File: src/rtl/ahb_ram_ctrl.sv
// ============================================================================
// ahb_ram_ctrl
//
// AHB-Lite slave that sequences a single-port 256K x 32 RAM macro
// (asynchronous read, synchronous word write, 18-bit word address).
// Byte and halfword writes are merged into the current RAM word in the same
// cycle (read-modify-write), because the macro has one word-wide write enable.
// Programmable wait states are inserted at the start of every data phase.
// Illegal transfers get the two-cycle AHB ERROR response.
//
// Parameters:
//   WAIT_STATES  hreadyout-low cycles at the start of each data phase (0..15)
//   PROT_WORDS   write-protected words from word address 0 (protection build)
//
// Optional feature macro:
//   AHB_RAM_CTRL_WPROT_EN  when defined, a write whose word address is below
//                          PROT_WORDS is answered with ERROR and not performed
//
// Ports:
//   clk        in   system clock, rising edge
//   rst        in   asynchronous reset, active high
//   hsel       in   slave select
//   haddr      in   byte address, bits [19:0] used
//   htrans     in   transfer type (IDLE/BUSY/NONSEQ/SEQ)
//   hwrite     in   1 = write
//   hsize      in   0 = byte, 1 = half, 2 = word
//   hwdata     in   write data, valid during the data phase
//   hready_in  in   bus-level HREADY
//   hrdata     out  read data (zero outside the final cycle of a read)
//   hreadyout  out  slave ready
//   hresp      out  0 = OKAY, 1 = ERROR
//   ram_a      out  RAM word address
//   ram_d      out  RAM write data
//   ram_we     out  RAM write enable
//   ram_q      in   RAM read data, combinational from ram_a
// ============================================================================
module ahb_ram_ctrl #(
    parameter int WAIT_STATES = 0,
    parameter int PROT_WORDS  = 1024
) (
    input  logic        clk,
    input  logic        rst,
    input  logic        hsel,
    input  logic [31:0] haddr,
    input  logic [1:0]  htrans,
    input  logic        hwrite,
    input  logic [2:0]  hsize,
    input  logic [31:0] hwdata,
    input  logic        hready_in,
    output logic [31:0] hrdata,
    output logic        hreadyout,
    output logic        hresp,
    output logic [17:0] ram_a,
    output logic [31:0] ram_d,
    output logic        ram_we,
    input  logic [31:0] ram_q
);

    typedef enum logic [2:0] {
        S_IDLE,
        S_WAIT,
        S_ACCESS,
        S_ERR1,
        S_ERR2
    } state_t;

    localparam bit         HAS_WAIT  = (WAIT_STATES > 0);
    localparam logic [3:0] WAIT_LOAD = HAS_WAIT ? 4'(WAIT_STATES - 1) : 4'd0;

    state_t      state;
    state_t      state_next;

    logic        phase_open;
    logic        accept;
    logic        size_ok;
    logic        prot_hit;
    logic        legal;
    logic [3:0]  lanes_in;

    logic [19:0] addr_q;
    logic [2:0]  size_q;
    logic        write_q;
    logic [3:0]  lanes_q;
    logic [3:0]  wait_cnt;

    // A new address phase can only be taken in a cycle where this slave is
    // driving hreadyout high, i.e. the last cycle of a data phase or idle.
    assign phase_open = (state == S_IDLE) || (state == S_ACCESS) || (state == S_ERR2);
    assign accept     = phase_open & hsel & hready_in & htrans[1];

    always_comb begin
        size_ok = 1'b0;
        case (hsize)
            3'd0:    size_ok = 1'b1;
            3'd1:    size_ok = ~haddr[0];
            3'd2:    size_ok = (haddr[1:0] == 2'b00);
            default: size_ok = 1'b0;
        endcase
    end

`ifdef AHB_RAM_CTRL_WPROT_EN
    assign prot_hit = hwrite && ({14'd0, haddr[19:2]} < 32'(PROT_WORDS));
`else
    // PROT_WORDS only matters in the protection build; tie it off here.
    logic prot_unused;
    assign prot_unused = (PROT_WORDS > 0);
    assign prot_hit    = 1'b0;
`endif

    assign legal = size_ok & ~prot_hit;

    // Little-endian byte-lane mask of the bytes the transfer touches.
    always_comb begin
        lanes_in = 4'b1111;
        case (hsize)
            3'd0:    lanes_in = 4'b0001 << haddr[1:0];
            3'd1:    lanes_in = haddr[1] ? 4'b1100 : 4'b0011;
            default: lanes_in = 4'b1111;
        endcase
    end

    always_ff @(posedge clk or posedge rst) begin
        if (rst) begin
            state <= S_IDLE;
        end else begin
            state <= state_next;
        end
    end

    always_comb begin
        state_next = state;
        case (state)
            S_IDLE, S_ACCESS, S_ERR2: begin
                if (accept) begin
                    if (!legal) begin
                        state_next = S_ERR1;
                    end else if (HAS_WAIT) begin
                        state_next = S_WAIT;
                    end else begin
                        state_next = S_ACCESS;
                    end
                end else begin
                    state_next = S_IDLE;
                end
            end
            S_WAIT: begin
                if (wait_cnt == 4'd0) begin
                    state_next = S_ACCESS;
                end
            end
            S_ERR1:  state_next = S_ERR2;
            default: state_next = S_IDLE;
        endcase
    end

    // hrdata, ram_we and the handshake outputs depend only on the state and
    // the latched transfer, so the master sees them without any extra delay.
    always_comb begin
        hreadyout = 1'b1;
        hresp     = 1'b0;
        ram_we    = 1'b0;
        hrdata    = 32'h0;
        case (state)
            S_WAIT: begin
                hreadyout = 1'b0;
            end
            S_ACCESS: begin
                ram_we = write_q;
                if (!write_q) begin
                    hrdata = ram_q;
                end
            end
            S_ERR1: begin
                hreadyout = 1'b0;
                hresp     = 1'b1;
            end
            S_ERR2: begin
                hresp = 1'b1;
            end
            default: begin
                hreadyout = 1'b1;
            end
        endcase
    end

    // Address-phase capture. The counter is loaded one below the wait count
    // so that WAIT is left when it reads zero.
    always_ff @(posedge clk or posedge rst) begin
        if (rst) begin
            addr_q   <= 20'h0;
            size_q   <= 3'h0;
            write_q  <= 1'b0;
            lanes_q  <= 4'h0;
            wait_cnt <= 4'h0;
        end else begin
            if (accept) begin
                addr_q   <= haddr[19:0];
                size_q   <= hsize;
                write_q  <= hwrite;
                lanes_q  <= lanes_in;
                wait_cnt <= WAIT_LOAD;
            end else if ((state == S_WAIT) && (wait_cnt != 4'd0)) begin
                wait_cnt <= wait_cnt - 4'd1;
            end
        end
    end

    assign ram_a = addr_q[19:2];

    // Read-modify-write: untouched lanes come straight back from the RAM.
    always_comb begin
        ram_d = ram_q;
        for (int i = 0; i < 4; i++) begin
            if (lanes_q[i]) begin
                ram_d[8*i +: 8] = hwdata[8*i +: 8];
            end
        end
    end

    logic unused_bits;
    assign unused_bits = &{1'b0, haddr[31:20], htrans[0], addr_q[1:0], size_q};

endmodule

File: config.mk
export PLATFORM = sky130hd
export DESIGN_NAME = ahb_ram_ctrl
export DESIGN_NICKNAME = d
export VERILOG_FILES = /design/src/rtl/ahb_ram_ctrl.sv
export SDC_FILE = /design/constraint.sdc
export NUM_CORES = 1
export LEC_CHECK = 0
export BUFFER_PORTS_ARGS = -buffer_cell sky130_fd_sc_hd__buf_4
export CAP_MARGIN = 20
export CORE_MARGIN = 4
export CORE_UTILIZATION = 33
export CTS_CLUSTER_DIAMETER = 120
export DETAILED_ROUTE_END_ITERATION = 6
export MAX_ROUTING_LAYER = met4
export PLACE_DENSITY_LB_ADDON = 0.12
export SETUP_SLACK_MARGIN = 0.15
export SYNTH_ARGS = -nofsm -noshare
export SYNTH_HDL_FRONTEND = slang
export SYNTH_SLANG_ARGS = --single-unit
File: constraint.sdc
create_clock -name clk -period 1.3 [get_ports clk]
set_input_delay 0.195 -clock clk [delete_from_list [all_inputs] [get_ports clk]]
set_output_delay 0.195 -clock clk [all_outputs]
set_load 0.005 [all_outputs]
==> flow_summary.yaml, run 1 <==
drt:
  postRouteAntennaNets: 0
  drt_pre_antenna_iters: 4
  wl_mm: 8.818
  wl_per_cell_um: 18.68
  vias: 2322
  drc: 0
  first_iter_violations: 96
  vias_per_cell: 4.919
pwr:
  total_power_mw: 6.746
  p_leak_nw: 2.287
  p_per_area_nw_per_um2: 1501
  irDropWorstVdd_uv: 1301
synth:
  synth_fp_nets: 282
  syn_area_per_cell_um2: 11.12
  synth_edf_count: 0
  synth_seq_area_share_pct: 38.78
  yosysTopAreaCellShare_pct: 38.78
  synth_xor_area_share_pct: 0
  syn_area_um2: 1936
  syn_inst: 174
  synth_ff_type: "dfrtp_1"
  synthAdderAreaFrac_pct: 1.293
  synth_top_family_by_area: "multiplexers"
  synth_commonest_cells: "55 x mux2_2, 32 x and2_1, 30 x dfrtp_1, 7 x clkbuf_1, 7 x o21ai_0"
  async_flop_share_pct: 100.0
  synth_top_area_cell: "dfrtp_1"
  yosysMostFrequentCell: "mux2_2"
  synth-seq-cells: 30
  synth_mux_area_share_pct: 32.00
  synth.distinct_cells: 28
  yosysWarnings: 0
  synth_compound_area_share_pct: 5.947
  synth_area_leaders: "dfrtp_1 39%, mux2_2 32%, and2_1 10%, o21ai_0 1.8%, clkbuf_1 1.4%"
  synthSimpleGateAreaFrac_pct: 18.03
placement:
  numPortBuffers: 177
  dp_hpwl_mm: 5.735
  place_ws_ns: -0.2567
  gp_congestion: 0.8764
worst_setup_path:
  cp-start-kind: "flip-flop"
  ff2ff_setup_slack_ns: -0.32
  required_ns: 1.11
  worstPathMaxFanout: 8
  path_class: "flip-flop to output pin"
  end_kind: "output pin"
  worstPathArrival_ns: 1.55
min_path:
  hold_class: "input pin to flip-flop"
clocking:
  insertion_delay_ns: 0.28
  cts_tree: "done"
  htreeDepth: 2
  clock-sinks: 30
  clk_pin_slew_ns: 0.07
  clockBufferDepth: 2
  cts_made_buffers: 5
  cts_root_buf: "clkbuf_8"
die:
  fp.dieH_um: 84.59
  coreArea_um2: 5608
  die_w_um: 84.59
  initial_core_util_pct: 34.52
  rows: 27
  dieArea_um2: 7155
  ioPinCount: 191
global_route:
  grt-ovfl-total: 0
  grt_pass1_wl_mm: 11.96
  antenna_found_initial: 0
  grt_max_degree: 33
  grt_pass1_vias: 2388
  grt_use_total_pct: 21.32
sta:
  drv_slew: 0
  period_needed_ns: 1.741
  setup_violations: 96
  post-route-period-util_pct: 133.9
  rsz0062_at_grt: "true"
  tightest_slew_ns: 0.3414
  fin_ws_ns: -0.4409
  maxSlewHeadroom_pct: 77.19
  max_freq_ghz: 0.5744
  skew_ns: 0.007554
  finalHoldViolations: 0
outcome:
  violations: "setup timing"
  status: "finished with violations"
job:
  cap_viol_max_count: 0
cells_and_area:
  drive_gt1_share_pct: 86.50
  nets: 507
  insertedDiodeCount: 0
  fillers: 357
  syn2layout_area_growth_pct: 132.1
[sequential cells by signal, indices dropped and copies added (netlist names)]
name	cells
lanes_q	4
wait_cnt	4
addr_q	18
write_q	1
state	3
[worst paths after layout]
check                           from          end  cells past startpoint
hold / removal             haddr[11]   addr_q[11]                      2
setup / recovery            state[1]   hrdata[12]                      6
hold reg to reg            addr_q[3]    addr_q[3]                      1
min in group asynchronous        rst  wait_cnt[3]                      4
setup reg to reg            state[0]   addr_q[19]                      6
max in group asynchronous        rst   addr_q[12]                      4
[kinds of logic (layout without fill, tap and decap cells)]
kind of cell / Yosys count / after routing
mux: 55 / 55
fa+ha+maj: 2 / 2
compound gates: 19 / 22
simple gates: 52 / 52
buf+inv: 16 / 239
flops: 30 / 30
[worst max-delay path: stages (launching register included)]
cell and delay, ns:
dfrtp_2 0.37, inv_2 0.05, nor4_4 0.27, buf_6 0.18, buf_6 0.15, and2_1 0.14, buf_4 0.11
[cell type report]
class                   count  area, um2  share of cell area [%]
repair buffers            225       2079                   46.28
multi-input cells         131       1450                   32.28
flip-flops and latches     30      759.5                   16.90
well taps                  72      90.09                   2.005
clock buffers               7      86.33                   1.921
inverters                   6      22.52                  0.5013
clock inverters             1      5.005                  0.1114
[power by group]
part	internal [mW]	total, mW	switching, mW
sequential	1.33	1.60	0.266
combinational	2.85	4.37	1.52
clock	0.426	0.779	0.352
[layer usage]
layer | wire, um | share of wire [%] | vias up | global-route usage (%)
met3 | 758 | 8.6 | 10 | 6.575
met4 | 125 | 1.4 | 0 | 4.892
met1 | 3302 | 37 | 1123 | 23.42
met5 | 0 | 0 | - | -
met2 | 4632 | 53 | 119 | 37.65
li1 | - | - | 1070 | -
[cell usage in the layout (no fill, tap or decap), types with 3 or more instances in the layout]
cell type	n
inv_2	3
o21ai_0	4
mux2_2	22
a21oi_1	3
and2_4	30
nand4b_1	3
dfrtp_2	7
dfrtp_1	23
inv_1	3
buf_4	135
mux2_4	33
nor2_1	4
buf_6	84
a21o_4	4
buf_12	3
clkbuf_8	6
[per-stage QoR]
step / hold slack [ns] / TNS, ns / utilization (%) / area (um2) / std cells
2_1_floorplan: 0.2857 / -3.009 / - / 1984 / 174
3_3_place_gp: 0.2264 / -7.421 / 62.36 / 3497 / 433
3_5_place_dp: 0.2265 / -8.951 / 62.36 / 3497 / 433
4_1_cts: 0.1336 / -25.90 / 70.21 / 3938 / 464
5_1_grt: 0.1417 / -31.80 / 80.12 / 4493 / 472
6_report: 0.1388 / -27.33 / 80.12 / 4493 / 472
[what timing repair did]
item,CTS,global route
hold buffers,1,0
buffers inserted,19,5
pin swaps,3,35
gates cloned,3,3
setup endpoints to repair,97,97
resized for setup,42,130
endpoints found under the hold margin,30,0
No activity file was read; power rests on OpenSTA's default activity.
==> run 2, diff against run 1 <==
BUFFER_PORTS_ARGS = -buffer_cell sky130_fd_sc_hd__buf_2   (was -buffer_cell sky130_fd_sc_hd__buf_4)
CORE_MARGIN = 2   (was 4)
==> flow_summary.yaml, run 2 (synthesized netlist as in run 1, its figures left out) <==
cells_and_area:
  largest_reg_flops: 18
  layout_common_cells: "137 x buf_2, 66 x buf_6, 41 x mux2_2, 25 x and2_4, 24 x dfrtp_1"
  nets: 511
  design_area_um2: 4061
  drive_gt1_share_pct: 86.14
  reg.largest.list: "addr_q (18), lanes_q (4), wait_cnt (4)"
  largest_register: "addr_q"
  fillers: 406
  syn2layout_area_growth_pct: 109.8
  layout_commonest_cell: "buf_2"
  insertedDiodeCount: 0
  final_util_pct: 72.86
drt:
  wl_per_cell_um: 15.76
  wl_mm: 7.501
  vias_per_cell: 4.790
  drc: 0
  vias: 2280
  postRouteAntennaNets: 0
  drt_pre_antenna_iters: 5
  first_iter_violations: 34
sta:
  drv_slew: 0
  whs_ns: 0.1377
  max_freq_ghz: 0.5465
  skew_ns: 0.005239
  rsz0062_at_grt: "true"
  fin_ws_ns: -0.5297
  setup_violations: 96
  setup_tns_ns: -25.24
  post-route-period-util_pct: 140.7
  maxSlewHeadroom_pct: 74.25
  finalHoldViolations: 0
  tightest_slew_ns: 0.3862
  period_needed_ns: 1.830
placement:
  numPortBuffers: 177
  dp_hpwl_mm: 4.676
  placement.cell_area_um2: 3054
  gp_congestion: 0.7805
die:
  ioPinCount: 191
  die_w_um: 80.59
  coreArea_um2: 5574
  fp.dieH_um: 80.59
  rows: 27
  initial_core_util_pct: 34.73
  dieArea_um2: 6494
pwr:
  p_sw_mw: 2.134
  intPower_mw: 4.248
  pwr-share-seq_pct: 24.6
  pwr-share-clk_pct: 11.8
  swShare_pct: 33.44
  p_per_area_nw_per_um2: 1571
  total_power_mw: 6.382
  irDropWorstVdd_uv: 1080
  combPwrFrac_pct: 63.6
  p_leak_nw: 2.084
min_path:
  hold_class: "input pin to flip-flop"
  min_path_cells: 2
outcome:
  violations: "setup timing"
  status: "finished with violations"
clocking:
  cts_tree: "done"
  clk_pin_slew_ns: 0.07
  htreeDepth: 2
  cts_made_buffers: 5
  clock-sinks: 30
  insertion_delay_ns: 0.28
  cts_root_buf: "clkbuf_8"
  clockBufferDepth: 2
worst_setup_path:
  path_class: "flip-flop to output pin"
  worstPathMaxFanout: 8
  cp-start-kind: "flip-flop"
  ff2ff_setup_slack_ns: -0.36
  rr_startpoint: "state[1]"
  worstPathArrival_ns: 1.63
  required_ns: 1.11
  reg2reg_depth: 5
  crit_path_end: "hrdata[28]"
  startpoint: "state[1]"
  timing.rr.end: "wait_cnt[3]"
  end_kind: "output pin"
global_route:
  grt_pass1_wl_mm: 10.01
  grt_pass1_vias: 2153
  antenna_found_initial: 0
  grt_max_degree: 31
  grt_use_total_pct: 20.51
  grt-ovfl-total: 0
job:
  cap_viol_max_count: 0
run 2: final cells by class:
cell class                 count  area [um2]  area share (%)
clock buffer                   5       68.82           1.694
clock inverter                 3       21.27          0.5237
inverter                       6       22.52          0.5545
multi-input combinational    131        1386           34.13
sequential                    30       758.2           18.67
tap                           72       90.09           2.218
timing repair buffer         229        1714           42.21
run 2: power groups by stage:
stage / clock network, mW / registers (mW) / logic [mW]
2_1_floorplan: 0 / 1.57 / 1.37
3_3_place_gp: 0 / 1.65 / 2.46
3_5_place_dp: 0 / 1.66 / 2.49
4_1_cts: 0.771 / 1.55 / 3.35
5_1_grt: 0.808 / 1.62 / 4.33
6_report: 0.755 / 1.57 / 4.06
run 2: through the flow:
stage	std cells	setup WS, ns
after global placement	433	-0.1750
after CTS	465	-0.4862
after global routing	476	-0.5947
final	476	-0.5297
after floorplan	174	-0.1330
after detailed placement	433	-0.2129
run 2: how the worst min path moves through the flow:
stage               from         end  slack (ns)
4_1_cts        haddr[14]  addr_q[14]        0.13
5_1_grt         haddr[5]   addr_q[5]        0.13
2_1_floorplan        rst  addr_q[10]        0.29
3_3_place_gp         rst  addr_q[10]        0.29
6_report        haddr[5]   addr_q[5]        0.14
3_5_place_dp         rst  addr_q[10]        0.29
run 2: critical path, stage by stage (launching register included):
cell     delay, ns
dfrtp_2       0.38
inv_2         0.05
nor4_4        0.29
buf_4         0.18
buf_12        0.10
buf_16        0.11
and2_4        0.14
buf_6         0.09
run 2: what timing repair did:
item | CTS | global route
cloned | 5 | 1
buffers inserted | 18 | 10
hold buffers | 1 | 0
endpoints found under the hold margin | 30 | 0
setup endpoints to repair | 97 | 96
resized for setup | 70 | 73
pin swaps | 27 | 10
run 2: routing by layer:
layer | track usage, % | vias up | routed length (um)
li1 | - | 1071 | -
met1 | 23.08 | 1090 | 2806
met2 | 36.75 | 111 | 4027
met3 | 4.157 | 8 | 584
met4 | 5.932 | 0 | 82
met5 | - | - | 0
